File: config.mk
export PLATFORM = sky130hd
export DESIGN_NAME = fetch_ctrl_flat
export DESIGN_NICKNAME = d
export VERILOG_FILES = /design/src/rtl/fetch_ctrl_if.sv /design/src/rtl/fetch_ctrl.sv /design/src/flat_wrapper.sv
export SDC_FILE = /design/constraint.sdc
export NUM_CORES = 1
export LEC_CHECK = 0
export BUFFER_PORTS_ARGS = -buffer_cell sky130_fd_sc_hd__buf_2
export CORE_ASPECT_RATIO = 0.9
export CORE_UTILIZATION = 30
export DETAILED_ROUTE_END_ITERATION = 7
export SKIP_LAST_GASP = 1
export SLEW_MARGIN = 20
export SYNTH_ARGS = -nofsm -noshare
export SYNTH_HDL_FRONTEND = slang
export SYNTH_SLANG_ARGS = --single-unit
File: constraint.sdc
create_clock -name clk -period 6.2 [get_ports clk]
set_input_delay 0.31 -clock clk [delete_from_list [all_inputs] [get_ports clk]]
set_output_delay 0.31 -clock clk [all_outputs]
set_load 0.01 [all_outputs]
File: src/rtl/fetch_ctrl_if.sv
// Fetch-side buses: instruction-memory req/ack and decode valid/ready with next-PC decision.
interface fetch_ctrl_if #(
  parameter int IW  = 8,
  parameter int IMW = 4
);
  logic           imem_req;
  logic [IMW-1:0] imem_addr;
  logic           imem_ack;
  logic [IW-1:0]  imem_data;
  logic [IW-1:0]  instr;
  logic [IMW-1:0] instr_pc;
  logic           instr_valid;
  logic           instr_ready;
  logic           branch_taken;
  logic [IMW-1:0] branch_target;
  logic           halt;

  modport master (
    output imem_req, imem_addr, instr, instr_pc, instr_valid,
    input  imem_ack, imem_data, instr_ready, branch_taken, branch_target, halt
  );

  modport slave (
    input  imem_req, imem_addr, instr, instr_pc, instr_valid,
    output imem_ack, imem_data, instr_ready, branch_taken, branch_target, halt
  );
endinterface

File: src/rtl/fetch_ctrl.sv
// Instruction-fetch sequencer: owns the PC, fetches one word at a time and holds it for decode
// until decode accepts it together with the next-PC decision.
module fetch_ctrl #(
  parameter int IW  = 8,
  parameter int IMW = 4,
  parameter int CW  = 8
) (
  input  logic          clk,
  input  logic          rst,
  input  logic          start_i,
  fetch_ctrl_if.master  bus,
  output logic          busy_o,
  output logic [CW-1:0] retired_o
);
  typedef enum logic [1:0] {IDLE, REQ, HOLD, HALTED} state_e;

  state_e         state_q;
  logic [IMW-1:0] pc_q, pc_d;
  logic [IW-1:0]  instr_q;
  logic [IMW-1:0] instr_pc_q;
  logic [CW-1:0]  retired_q, retired_d;

  // Next PC is only consumed on a decode handshake, so branch inputs are otherwise don't-care.
  always_comb begin
    pc_d = pc_q + 1'b1;
    if (bus.branch_taken) pc_d = bus.branch_target;
  end

  assign retired_d = (&retired_q) ? retired_q : retired_q + 1'b1;

  always_ff @(posedge clk) begin
    if (rst) begin
      state_q    <= IDLE;
      pc_q       <= '0;
      instr_q    <= '0;
      instr_pc_q <= '0;
      retired_q  <= '0;
    end else begin
      case (state_q)
        IDLE, HALTED: begin
          if (start_i) begin
            pc_q      <= '0;
            retired_q <= '0;
            state_q   <= REQ;
          end
        end
        REQ: begin
          if (bus.imem_ack) begin
            instr_q    <= bus.imem_data;
            instr_pc_q <= pc_q;
            state_q    <= HOLD;
          end
        end
        HOLD: begin
          if (bus.instr_ready) begin
            retired_q <= retired_d;
            // halt wins over a simultaneous branch and leaves pc where it was
            if (bus.halt) begin
              state_q <= HALTED;
            end else begin
              pc_q    <= pc_d;
              state_q <= REQ;
            end
          end
        end
        default: state_q <= IDLE;
      endcase
    end
  end

  // Handshake strobes come straight off the state register, never from inputs.
  assign bus.imem_req    = (state_q == REQ);
  assign bus.imem_addr   = pc_q;
  assign bus.instr_valid = (state_q == HOLD);
  assign bus.instr       = instr_q;
  assign bus.instr_pc    = instr_pc_q;
  assign busy_o          = (state_q == REQ) || (state_q == HOLD);
  assign retired_o       = retired_q;
endmodule
File: src/flat_wrapper.sv
// flat-port wrapper written by rule: the top's interface ports become plain ports
module fetch_ctrl_flat 
#(
  parameter int IW  = 8,
  parameter int IMW = 4,
  parameter int CW  = 8
)
  (clk, rst, start_i, busy_o, retired_o, bus_imem_req, bus_imem_addr, bus_instr, bus_instr_pc, bus_instr_valid, bus_imem_ack, bus_imem_data, bus_instr_ready, bus_branch_taken, bus_branch_target, bus_halt);
  fetch_ctrl_if #(.IW(IW), .IMW(IMW)) bus_i ();
  input  logic clk;
  input  logic rst;
  input  logic start_i;
  output logic busy_o;
  output logic [CW-1:0] retired_o;
  output wire logic [$bits(bus_i.imem_req)-1:0] bus_imem_req;
  output wire logic [$bits(bus_i.imem_addr)-1:0] bus_imem_addr;
  output wire logic [$bits(bus_i.instr)-1:0] bus_instr;
  output wire logic [$bits(bus_i.instr_pc)-1:0] bus_instr_pc;
  output wire logic [$bits(bus_i.instr_valid)-1:0] bus_instr_valid;
  input wire logic [$bits(bus_i.imem_ack)-1:0] bus_imem_ack;
  input wire logic [$bits(bus_i.imem_data)-1:0] bus_imem_data;
  input wire logic [$bits(bus_i.instr_ready)-1:0] bus_instr_ready;
  input wire logic [$bits(bus_i.branch_taken)-1:0] bus_branch_taken;
  input wire logic [$bits(bus_i.branch_target)-1:0] bus_branch_target;
  input wire logic [$bits(bus_i.halt)-1:0] bus_halt;
  assign bus_imem_req = bus_i.imem_req;
  assign bus_imem_addr = bus_i.imem_addr;
  assign bus_instr = bus_i.instr;
  assign bus_instr_pc = bus_i.instr_pc;
  assign bus_instr_valid = bus_i.instr_valid;
  assign bus_i.imem_ack = bus_imem_ack;
  assign bus_i.imem_data = bus_imem_data;
  assign bus_i.instr_ready = bus_instr_ready;
  assign bus_i.branch_taken = bus_branch_taken;
  assign bus_i.branch_target = bus_branch_target;
  assign bus_i.halt = bus_halt;
  fetch_ctrl #(.IW(IW), .IMW(IMW), .CW(CW)) u_core (.clk(clk), .rst(rst), .start_i(start_i), .bus(bus_i), .busy_o(busy_o), .retired_o(retired_o));
endmodule
After elaboration in Yosys (flattened, before gate mapping) --
Cells that the tools add are included.
Cells by class: add/subtract/negate cells 2, $mul 0, divide/modulo/power cells 0, magnitude comparators 0, equality and inequality tests 8, shift-type cells 0, mux-type cells 14, bitwise logic cells 0, reduce and logical (&&, ||, !) cells 9
Operators with widths (number):
- 2-to-1 mux 8 bit | 3
- 2-to-1 mux 4 bit | 4
- one-hot mux 8 bit (2 select lines) | 1
- adder 8 x 1 -> 8 bit (second input constant) | 1
- 2-to-1 mux 2 bit | 4
- one-hot mux 4 bit (2 select lines) | 1
- AND reduction 4 bit | 2
- AND reduction 8 bit | 1
- != test 2 bit (second input constant) | 3
- one-hot mux 2 bit (3 select lines) | 1
- adder 4 x 1 -> 4 bit (second input constant) | 1
- == test 2 bit (second input constant) | 2
- != test 2 x 1 -> 1 bit (second input constant) | 2
- AND reduction 3 bit | 1
- == test 2 x 1 -> 1 bit (second input constant) | 1
- zero test 2 bit | 1
- AND reduction 2 bit | 1
- nonzero test 2 bit | 1
- OR reduction 2 bit | 1
- logical OR 1 bit | 1
Storage, ports and cells: register bits after elaboration 26, bits in latches 0, RAM bits 0, memory bits (read-only) 0, input port bits 19, output and inout port bits 27, word-level logic and storage cells 38, memories 0

Depth between registers and ports, before layout --
depth after elaboration 5, gate-level depth with buffers 8, gate-level depth less buffers 6

Worst setup path after synthesis --
No wires, ideal clock.
kind register -> register, start point register u_core.state_q[0], end point register u_core.retired_q[3], in the netlist u_core.retired_o[3], library setup time 0.070 ns, arrival time 1.899 ns, required time 6.130 ns, setup slack 4.231 ns, cell stages (with the launch flop) 8, buffers on the path 1, period minus slack after synthesis 1.969 ns, cell sequence dfxtp_1 inv_1 ha_1 mux2i_1 or2_1 buf_6 or4_1 a21oi_1
Between the ends: cells in the longest elaborated chain, start to end 4, elaborated cells on any way between the ends 10, those cells by class 5 x eq/ne; 1 x mux; 4 x reduce/logical
RTL lines:
- from (decl) | RTL line fetch_ctrl.sv:17 | state_e state_q;
- from (signal assigned) | RTL line fetch_ctrl.sv:33 | state_q <= IDLE;
- from (signal assigned) | RTL line fetch_ctrl.sv:44 | state_q <= REQ;
- from (signal assigned) | RTL line fetch_ctrl.sv:51 | state_q <= HOLD;
- == test 2 bit / zero test 2 bit (equally long branches) | RTL line fetch_ctrl.sv:39 | case (state_q)
- OR reduction 2 bit | RTL line fetch_ctrl.sv:39
- != test 2 bit (no line) / nonzero test 2 bit (equally long branches)
- AND reduction 4 bit (no line)
- to (signal assigned) | RTL line fetch_ctrl.sv:56 | retired_q <= retired_d;
- to (decl) | RTL line fetch_ctrl.sv:21 | logic [CW-1:0] retired_q, retired_d;
Parallel ways exist; a longest one is shown, timed or not. A chain may end at the register's enable or synchronous reset.

Worst setup path after layout --
start point register u_core.state_q[0], end point register u_core.retired_q[5], in the netlist u_core.retired_o[5]
The elaborated chain is that of the path after synthesis.

==> results.json <==
{
  "gr-usage-all-layers_pct": 14.0,
  "intPower_mw": 0.287,
  "fin_skew_ns": 0.00570,
  "syn_area_per_cell_um2": 8.05,
  "rsz0062_at_grt": "no",
  "seq_area_um2": 520,
  "path_clk_slew_ns": 0.09,
  "fin_crit_ns": 2.24,
  "slew_headroom_pct": 58.4,
  "critPathKind": "flop to flop",
  "drtPass1Iterations": 6,
  "ctsResizeCount": 0,
  "synth_seq_cells": 26,
  "worstReg2RegStart": "u_core.state_q[0]",
  "crit_path_max_fanout": 12,
  "slowest_stage": "or4_1",
  "start_util_pct": 31.4,
  "final_area_um2": 1600,
  "clockBufferDepth": 2,
  "worst_pin_slew_ns": 0.619,
  "p_comb_share_pct": 18.8,
  "pwr_density_cell_nw_per_um2": 244,
  "cts_inserted_buffers": 3,
  "dp.cells": 245,
  "port_buffers": 45,
  "setup_viol_count_final": 0,
  "grt_pass1_wl_mm": 5.09,
  "fin_setup_tns_ns": 0,
  "cts-root-buf": "clkbuf_8",
  "final_cells": 249,
  "routed_wl_mm": 2.97,
  "wl_per_cell_um": 11.9,
  "die_area_um2": 4530,
  "diodes": 0,
  "swShare_pct": 26.4,
  "startpoint_type": "flop",
  "seq_power_share_pct": 45.4,
  "core_area_um2": 4070,
  "reg2reg_slack_ns": 3.96,
  "holdCritPathClass": "input pin to flop",
  "status": "finished, final reports clean",
  "drive_gt1_share_pct": 25.9,
  "post_cts_buffers": 0,
  "syn-cell-area_um2": 1280,
  "p_sw_mw": 0.103,
  "synth_cell_types": 31,
  "place_congestion": 0.771,
  "r2r_end": "u_core.retired_o[5]",
  "startpoint": "u_core.state_q[0]",
  "multi_input_area_um2": 694,
  "drv_slew": 0,
  "place_hpwl_mm": 2.17,
  "worstPathRequired_ns": 6.37,
  "antenna_found_initial": 0,
  "num_rows": 22,
  "synth_warnings": 0,
  "post_dp_cell_area_um2": 1530,
  "drt_iter0_drc": 48,
  "arrival_ns": 2.41,
  "die_h_um": 64.0,
  "period_share_pct": 36.2,
  "cp-end-kind": "flop",
  "max_cap_viol_count": 0,
  "grt_max_degree": 24,
  "rr_worst_depth": 6,
  "pwr-share-clk_pct": 35.8,
  "via_count": 1206,
  "drc": 0,
  "crit_path_max_incr_delay_ns": 0.57,
  "clock_latency_ns": 0.27,
  "fp.dieW_um": 70.9,
  "nets": 227,
  "irDropWorstVdd_mv": 0.149,
  "gr-total-overflow": 0,
  "cp_cell_sequence": "inv_1 -> ha_1 -> and2b_2 -> or2_1 -> or4_1 -> mux2i_1",
  "postCtsHoldBufs": 0,
  "cts.sinks": 26,
  "synth_cells": 159,
  "grt_pass1_vias": 1140,
  "final_util_pct": 39.3,
  "num-fill-cells": 434,
  "htree_levels": 1,
  "ys_seq_area_share_pct": 40.7,
  "fmax_ghz": 0.446,
  "p_leak_nw": 0.702,
  "critPathCapture": "u_core.retired_o[5]",
  "ios": 46,
  "cts_tree": "yes",
  "final_hold_viol_count": 0,
  "vias_per_cell": 4.84,
  "timing.hold.ws_ns": 0.271,
  "synth_fp_nets": 184,
  "area.growth.synth_to_final_pct": 25.1,
  "ant_nets": 0
}
[how the worst min path moves through the flow]
stage / depth (start not counted) / startpoint / end
finish: 3 / bus_imem_data[1] / u_core.bus.instr[1]
global route: 3 / bus_imem_data[0] / u_core.bus.instr[0]
CTS: 3 / bus_imem_data[1] / u_core.bus.instr[1]
detailed placement: 2 / u_core.bus.instr_pc[1] / u_core.bus.instr_pc[1]
global placement: 2 / u_core.bus.instr_pc[3] / u_core.bus.instr_pc[3]
floorplan: 1 / rst / u_core.state_q[0]
[cell usage in the layout, fill, tap and decap left out]
cell,count
a21o_2,1
nand4_1,3
bufinv_16,1
and3b_2,1
inv_1,8
a221oi_1,1
nand4b_1,2
o41ai_1,3
nand2_1,29
buf_2,45
or4_1,3
nor3_1,1
a22o_1,1
dfxtp_1,26
nor2b_1,2
nand2b_1,2
clkbuf_8,3
mux2i_1,6
o31ai_1,2
a211oi_1,1
o311ai_0,1
nor2_1,10
nand3_1,6
or3_1,2
and2_1,2
nor3b_1,2
and2b_2,1
or2_1,1
ha_1,6
o21ai_0,5
a21oi_1,24
[routing by layer]
metal | part of all wire, % | track usage, %
met5 | 0 | 0
met4 | 0 | 3.50
met3 | 4.1 | 4.26
met1 | 50 | 18.1
met2 | 46 | 22.6
[cell families after synthesis]
group                      count (synthesis)  share of synthesized area [%]
AOI/OAI and AO/OA                         39                           17.9
adders and majority gates                  6                           5.86
muxes                                      6                           4.69
buffers and inverters                     15                           5.08
and+or+nand+nor                           67                           25.8
DFF                                       26                           40.7
[registers in the layout, summed over array words and instances, names as in the netlist]
signal	count
u_core.retired_o	8
u_core.bus.instr_pc	4
u_core.bus.instr	8
u_core.state_q	2
u_core.bus.imem_addr	4
[synth_stat cells]
| master | n | share of area, % |
|---|---|---|
| nand4b_1 | 2 | 1.4 |
| ha_1 | 6 | 5.9 |
| a21oi_1 | 24 | 9.4 |
| buf_6 | 1 | 0.88 |
| or2_1 | 1 | 0.49 |
| nor2b_1 | 2 | 0.98 |
| a22o_1 | 1 | 0.68 |
| mux2i_1 | 6 | 4.7 |
| o41ai_1 | 3 | 2.1 |
| dfxtp_1 | 26 | 41 |
| clkbuf_1 | 5 | 1.5 |
| a21o_2 | 1 | 0.68 |
| nor2_1 | 10 | 2.9 |
| o31ai_1 | 2 | 1.2 |
| a221oi_1 | 1 | 0.68 |
| o311ai_0 | 1 | 0.68 |
| nor3_1 | 1 | 0.39 |
| buf_2 | 1 | 0.39 |
| and2_1 | 2 | 0.98 |
| o21ai_0 | 5 | 2.0 |
| inv_1 | 8 | 2.3 |
| nand3_1 | 6 | 2.3 |
| and3b_2 | 1 | 0.78 |
| and2b_2 | 1 | 0.68 |
| nand2b_1 | 2 | 0.98 |
| nor3b_1 | 2 | 1.2 |
| nand2_1 | 29 | 8.5 |
| nand4_1 | 3 | 1.5 |
| a211oi_1 | 1 | 0.59 |
| or4_1 | 3 | 1.8 |
| or3_1 | 2 | 0.98 |
[stage by stage]
step           power (mW)  setup slack (ns)
3_5_place_dp        0.256              3.99
2_1_floorplan       0.233              4.23
6_report            0.390              3.96
5_1_grt             0.412              3.85
3_3_place_gp        0.255              4.06
4_1_cts             0.396              3.96
[area by class of cell]
| type | count | share of cell area [%] |
|---|---|---|
| clock buffers | 3 | 2.58 |
| clock inverters | 1 | 1.87 |
| inverters | 8 | 1.87 |
| multi-input cells | 118 | 43.4 |
| flip-flops and latches | 26 | 32.5 |
| well taps | 48 | 3.75 |
| repair buffers | 45 | 14.1 |
[power by group through the flow]
stage	combinational, mW	clock (mW)	sequential (mW)
finish	0.0733	0.140	0.177
global route	0.0824	0.152	0.178
CTS	0.0742	0.145	0.177
detailed placement	0.0742	0	0.181
global placement	0.0740	0	0.181
floorplan	0.0507	0	0.183
[critical path: cells and delay by family, from the launching register on]
kind / cells / cell delay (ns)
adders and majority gates: 1 / 0.34
buffers and inverters: 1 / 0.08
DFF: 1 / 0.40
muxes: 1 / 0.13
and+or+nand+nor: 3 / 1.19
(Power assumes the default switching activity.)
